$ cat src/rtl/exec_stage_pkg.sv
// Shared constants for the execute-stage slice: ALU op codes and datapath defaults.
package exec_stage_pkg;

  localparam int WIDTH_DEF     = 32;
  localparam int LUI_SHIFT_DEF = 16;

  localparam logic [3:0] ALU_AND = 4'b0000;
  localparam logic [3:0] ALU_OR  = 4'b0001;
  localparam logic [3:0] ALU_ADD = 4'b0010;
  localparam logic [3:0] ALU_SUB = 4'b0110;
  localparam logic [3:0] ALU_SLT = 4'b0111;
  localparam logic [3:0] ALU_NOR = 4'b1100;
  localparam logic [3:0] ALU_LUI = 4'b1101;

endpackage

$ cat src/rtl/exec_alu_core.sv
// Combinational ALU: result, zero and signed-overflow flags for one operation.
module exec_alu_core
  import exec_stage_pkg::*;
#(
  parameter int WIDTH     = WIDTH_DEF,
  parameter int LUI_SHIFT = LUI_SHIFT_DEF
) (
  input  logic [WIDTH-1:0] a_i,
  input  logic [WIDTH-1:0] b_i,
  input  logic [3:0]       alu_ctrl_i,
  output logic [WIDTH-1:0] result_o,
  output logic             zero_o,
  output logic             overflow_o
);

  logic [WIDTH-1:0] sum;
  logic [WIDTH-1:0] diff;

  assign sum  = a_i + b_i;
  assign diff = a_i - b_i;

  // Operation select; SLT uses a true signed compare so it stays correct when A-B overflows.
  always_comb begin
    result_o   = '0;
    overflow_o = 1'b0;
    case (alu_ctrl_i)
      ALU_AND: result_o = a_i & b_i;
      ALU_OR:  result_o = a_i | b_i;
      ALU_ADD: begin
        result_o   = sum;
        overflow_o = (a_i[WIDTH-1] == b_i[WIDTH-1]) && (sum[WIDTH-1] != a_i[WIDTH-1]);
      end
      ALU_SUB: begin
        result_o   = diff;
        overflow_o = (a_i[WIDTH-1] != b_i[WIDTH-1]) && (diff[WIDTH-1] != a_i[WIDTH-1]);
      end
      ALU_SLT: result_o = {{(WIDTH-1){1'b0}}, ($signed(a_i) < $signed(b_i))};
      ALU_NOR: result_o = ~(a_i | b_i);
      ALU_LUI: result_o = b_i << LUI_SHIFT;
      default: result_o = '0;
    endcase
  end

  assign zero_o = (result_o == '0);

endmodule

$ cat src/rtl/exec_stage.sv
// Execute stage: operand-B mux, PC incrementer and ALU, all outputs registered one cycle.
module exec_stage
  import exec_stage_pkg::*;
#(
  parameter int WIDTH     = WIDTH_DEF,
  parameter int LUI_SHIFT = LUI_SHIFT_DEF
) (
  input  logic             clk,
  input  logic             rst_n,
  input  logic             in_valid,
  input  logic [WIDTH-1:0] pc,
  input  logic [WIDTH-1:0] rs_data,
  input  logic [WIDTH-1:0] rt_data,
  input  logic [WIDTH-1:0] imm_ext,
  input  logic             alu_src,
  input  logic [3:0]       alu_ctrl,
  output logic             out_valid,
  output logic [WIDTH-1:0] pc_plus4,
  output logic [WIDTH-1:0] operand_b,
  output logic [WIDTH-1:0] alu_result,
  output logic             zero,
  output logic             overflow
);

  logic [WIDTH-1:0] operand_b_d;
  logic [WIDTH-1:0] pc_plus4_d;
  logic [WIDTH-1:0] alu_result_d;
  logic             zero_d;
  logic             overflow_d;

  logic             valid_q;
  logic [WIDTH-1:0] pc_plus4_q;
  logic [WIDTH-1:0] operand_b_q;
  logic [WIDTH-1:0] alu_result_q;
  logic             zero_q;
  logic             overflow_q;

  assign operand_b_d = alu_src ? imm_ext : rt_data;
  assign pc_plus4_d  = pc + WIDTH'(4);

  exec_alu_core #(
    .WIDTH     (WIDTH),
    .LUI_SHIFT (LUI_SHIFT)
  ) u_alu (
    .a_i        (rs_data),
    .b_i        (operand_b_d),
    .alu_ctrl_i (alu_ctrl),
    .result_o   (alu_result_d),
    .zero_o     (zero_d),
    .overflow_o (overflow_d)
  );

  // Valid follows in_valid every cycle; data and flags only load on a valid cycle and hold otherwise.
  always_ff @(posedge clk or negedge rst_n) begin
    if (!rst_n) begin
      valid_q      <= 1'b0;
      pc_plus4_q   <= '0;
      operand_b_q  <= '0;
      alu_result_q <= '0;
      zero_q       <= 1'b0;
      overflow_q   <= 1'b0;
    end else begin
      valid_q <= in_valid;
      if (in_valid) begin
        pc_plus4_q   <= pc_plus4_d;
        operand_b_q  <= operand_b_d;
        alu_result_q <= alu_result_d;
        zero_q       <= zero_d;
        overflow_q   <= overflow_d;
      end
    end
  end

  assign out_valid  = valid_q;
  assign pc_plus4   = pc_plus4_q;
  assign operand_b  = operand_b_q;
  assign alu_result = alu_result_q;
  assign zero       = zero_q;
  assign overflow   = overflow_q;

endmodule

$ cat config.mk
export PLATFORM = sky130hd
export DESIGN_NAME = exec_stage
export DESIGN_NICKNAME = d
export VERILOG_FILES = /design/src/rtl/exec_stage_pkg.sv /design/src/rtl/exec_alu_core.sv /design/src/rtl/exec_stage.sv
export SDC_FILE = /design/constraint.sdc
export NUM_CORES = 1
export LEC_CHECK = 0
export BUFFER_PORTS_ARGS = -buffer_cell sky130_fd_sc_hd__buf_4
export CELL_PAD_IN_SITES_DETAIL_PLACEMENT = 0
export CELL_PAD_IN_SITES_GLOBAL_PLACEMENT = 2
export CORE_MARGIN = 3
export CORE_UTILIZATION = 25
export CTS_CLUSTER_SIZE = 16
export DETAILED_ROUTE_END_ITERATION = 10
export PLACE_DENSITY_LB_ADDON = 0.1
export REMOVE_ABC_BUFFERS = 1
export SYNTH_ARGS = -nofsm -noshare
export SYNTH_HDL_FRONTEND = slang
export SYNTH_HIERARCHICAL = 1
export SYNTH_SLANG_ARGS = --single-unit
$ cat constraint.sdc
create_clock -name clk -period 1.4 [get_ports clk]
set_clock_uncertainty 0.1 [all_clocks]
set_input_delay 0.14 -clock clk [delete_from_list [all_inputs] [get_ports clk]]
set_output_delay 0.14 -clock clk [all_outputs]
set_load 0.02 [all_outputs]
==> results.toml <==
[logic_synthesis]
async_flop_share_pct = 100
synth-seq-cells = 99
synth_cell_type_count = 82
syn_area_sq_mm = 0.0105
synthFlopType = "dfrtp_1"
ys_seq_area_share_pct = 23.5
yosysTopAreaCellShare_pct = 23.5
yosys_warnings = 6
synth.avg_cell_area_sq_um = 7.79
yosysTopAreaCell = "dfrtp_1"
syn_inst = 1355
synth-edff-count = 0
synth_commonest_cells = "201 x nor2_1, 112 x a21oi_1, 110 x inv_1"
synth_most_common_cell = "nor2_1"
ys_top_cells_by_area = "dfrtp_1 23%, ha_1 12%, mux2_2 7.5%"

[clock_network]
htreeDepth = 3
cts_root_buf = "clkbuf_16"
cts_tree = "built"
clk_pin_slew_ns = 0.09
cts_buffers = 9
cts_sinks = 99
cts_buffer_depth = 2
clkLatencyLatePin_ns = 0.40

[die]
rows = 74
ios = 235
fp.dieH_microns = 211
start_util_pct = 25.5
fp.coreArea_sq_mm = 0.0413
die_width_microns = 211
die_area_sq_mm = 0.0447

[worst_setup_path]
crit_arrival_ns = 4.35
r2r-start = "pc_plus4[30]"
crit_required_ns = 1.65
reg2reg_slack_ns = 0.43
critPathKind = "in -> reg"
worstSetupStartpoint = "alu_src"
crit_path_max_fanout = 7
startpoint_type = "input port"
endpoint_kind = "register"

[min_path]
worstHoldPathType = "in -> reg"
worstHoldStart = "pc[6]"

[drt]
wl_per_cell_microns = 21.0
vias = 13300
via_per_inst = 5.04
ant_nets = 0
firstDrtPassIters = 5
drt_iter0_markers = 846
post-route-drc-count = 0
routed_wl_microns = 55300

[placed_design]
place.gp.congestion = 0.900
place_inst = 2510
placed_cell_area_sq_mm = 0.0163
dpl.hpwl_microns = 43500
portBuffers = 234

[sta]
fin_crit_sh_pct = 292
tns_ns = -55.18
rsz0062_at_grt = "true"
hold_viol = 0
min_period_ns = 4.09
layout_setup_ws_ns = -2.69
tightest_slew_ns = 0.720
finalSetupViolCount = 43
fmax_mhz = 244
finalMaxSlewViolations = 0
slew_headroom_pct = 51.6

[cells_and_area]
utilization_pct = 48.2
nFillCells = 4180
stdcell_area_sq_mm = 0.0199
area_growth_pct = 88.7
area.sequential_sq_mm = 0.00248
drive_gt1_share_pct = 55.8
nets = 2326
multi_input_area_sq_mm = 0.00933
final_cells = 2630

[power_and_ir_drop]
p_leak_nw = 9.07
peakVddDrop_uv = 598
powerDensity_mw_per_mm2 = 774
total_power_mw = 15.4

[grt]
globalRouteTotalUtil_pct = 24.2
grt_max_degree = 52
grt_overflow_total = 0
antenna_found_initial = 5
grt_pass1_vias = 13500
grt_pass1_wl_microns = 82400

[outcome]
violations = "setup timing"
outcome = "finished, violations left"

[job]
max-cap-violations = 0
[area by class of cell]
type | count | area share (%)
Multi-Input combinational cell | 1060 | 46.9
Timing Repair Buffer | 810 | 33.3
Sequential cell | 99 | 12.4
Tap cell | 532 | 3.34
Inverter | 110 | 2.33
Clock buffer | 9 | 1.13
Clock inverter | 7 | 0.515
Antenna cell | 3 | 0.0377
[flip-flops by register name (all words and copies together) (netlist names)]
signal / cells
alu_result: 32
operand_b: 32
overflow: 1
zero: 1
out_valid: 1
pc_plus4: 32
[metal layers]
layer / vias up / wire [microns] / GRT usage [%] / part of all wire [%]
li1: 6434 / - / - / -
met1: 6447 / 25300 / 32.3 / 46
met2: 332 / 26500 / 40.7 / 48
met3: 45 / 2420 / 3.84 / 4.4
met4: 4 / 1100 / 6.65 / 2.0
met5: - / 34 / 0 / 0.061
[through the flow]
step / hold slack [ns] / setup WS [ns]
6_report: 0.0235 / -2.69
5_1_grt: 0.0332 / -2.86
4_1_cts: 0.00879 / -2.69
3_5_place_dp: 0.0533 / -3.58
3_3_place_gp: 0.0551 / -3.55
2_1_floorplan: -0.256 / -3.10
[worst paths after layout]
path	end	depth (start not counted)
min reg2reg	pc_plus4[2]	2
max	zero	15
max reg2reg	pc_plus4[30]	1
max in group asynchronous	operand_b[20]	3
min	pc_plus4[6]	4
min in group asynchronous	operand_b[12]	3
[timing repair]
action | CTS | global route
setup endpoints to repair | 48 | 48
resized for setup | 407 | 123
gates cloned | 2 | 0
setup buffers | 63 | 45
pin swaps | 113 | 111
hold buffers | 15 | 0
hold endpoints to repair | 113 | 0
[power breakdown]
group	internal (mW)	total, mW	switching [mW]	leakage [nW]
clock	1.46	3.00	1.54	0.160
sequential	3.23	3.45	0.214	1.15
combinational	4.49	8.95	4.46	7.75
total	9.18	15.4	6.21	9.07
[placed cells by master, fill, tap and decap left out, drive strengths merged, types with 8 or more instances in the layout]
cell         instances
dlygate4sd3         14
nand2               81
a31oi               25
a21oi              112
a21o                15
o31ai               23
o211ai              20
a221o                9
ha                  98
or3                 11
a221oi              21
nor3                27
inv                113
a2111oi              8
nand3               27
xnor2               12
dfrtp               99
o311ai               9
o22ai                8
nor4                18
buf                796
o21ai               50
nor2               201
nand4               19
clkbuf               9
mux2                70
nor2b               16
o21a                 8
a211o                8
a22oi                9
nand2b              10
or4                 19
[kinds of logic (layout without fill, tap and decap cells)]
| group | count (synthesis) | after routing | share of synthesized area [%] |
|---|---|---|---|
| AO/OA/AOI/OAI | 398 | 398 | 26.0 |
| flip-flops | 99 | 99 | 23.5 |
| adder cells (fa/ha/maj) | 100 | 100 | 12.0 |
| other | 0 | 3 | 0 |
| AND/OR/NAND/NOR | 467 | 468 | 21.3 |
| XOR/XNOR | 16 | 16 | 1.33 |
| multiplexers | 78 | 78 | 8.35 |
| buffers and inverters | 197 | 936 | 7.56 |
[critical path: stages]
cell,delay (ns)
buf_16,0.13
mux2_4,0.33
ha_4,0.17
fa_2,0.52
mux2i_1,0.07
a222oi_1,0.27
o21ai_1,0.13
or4_1,0.49
or3_4,0.38
nor4_4,0.24
or4b_4,0.52
or4b_4,0.50
nand4b_1,0.20
nor3_2,0.10
mux2_2,0.15
(Power assumes the default switching activity.)
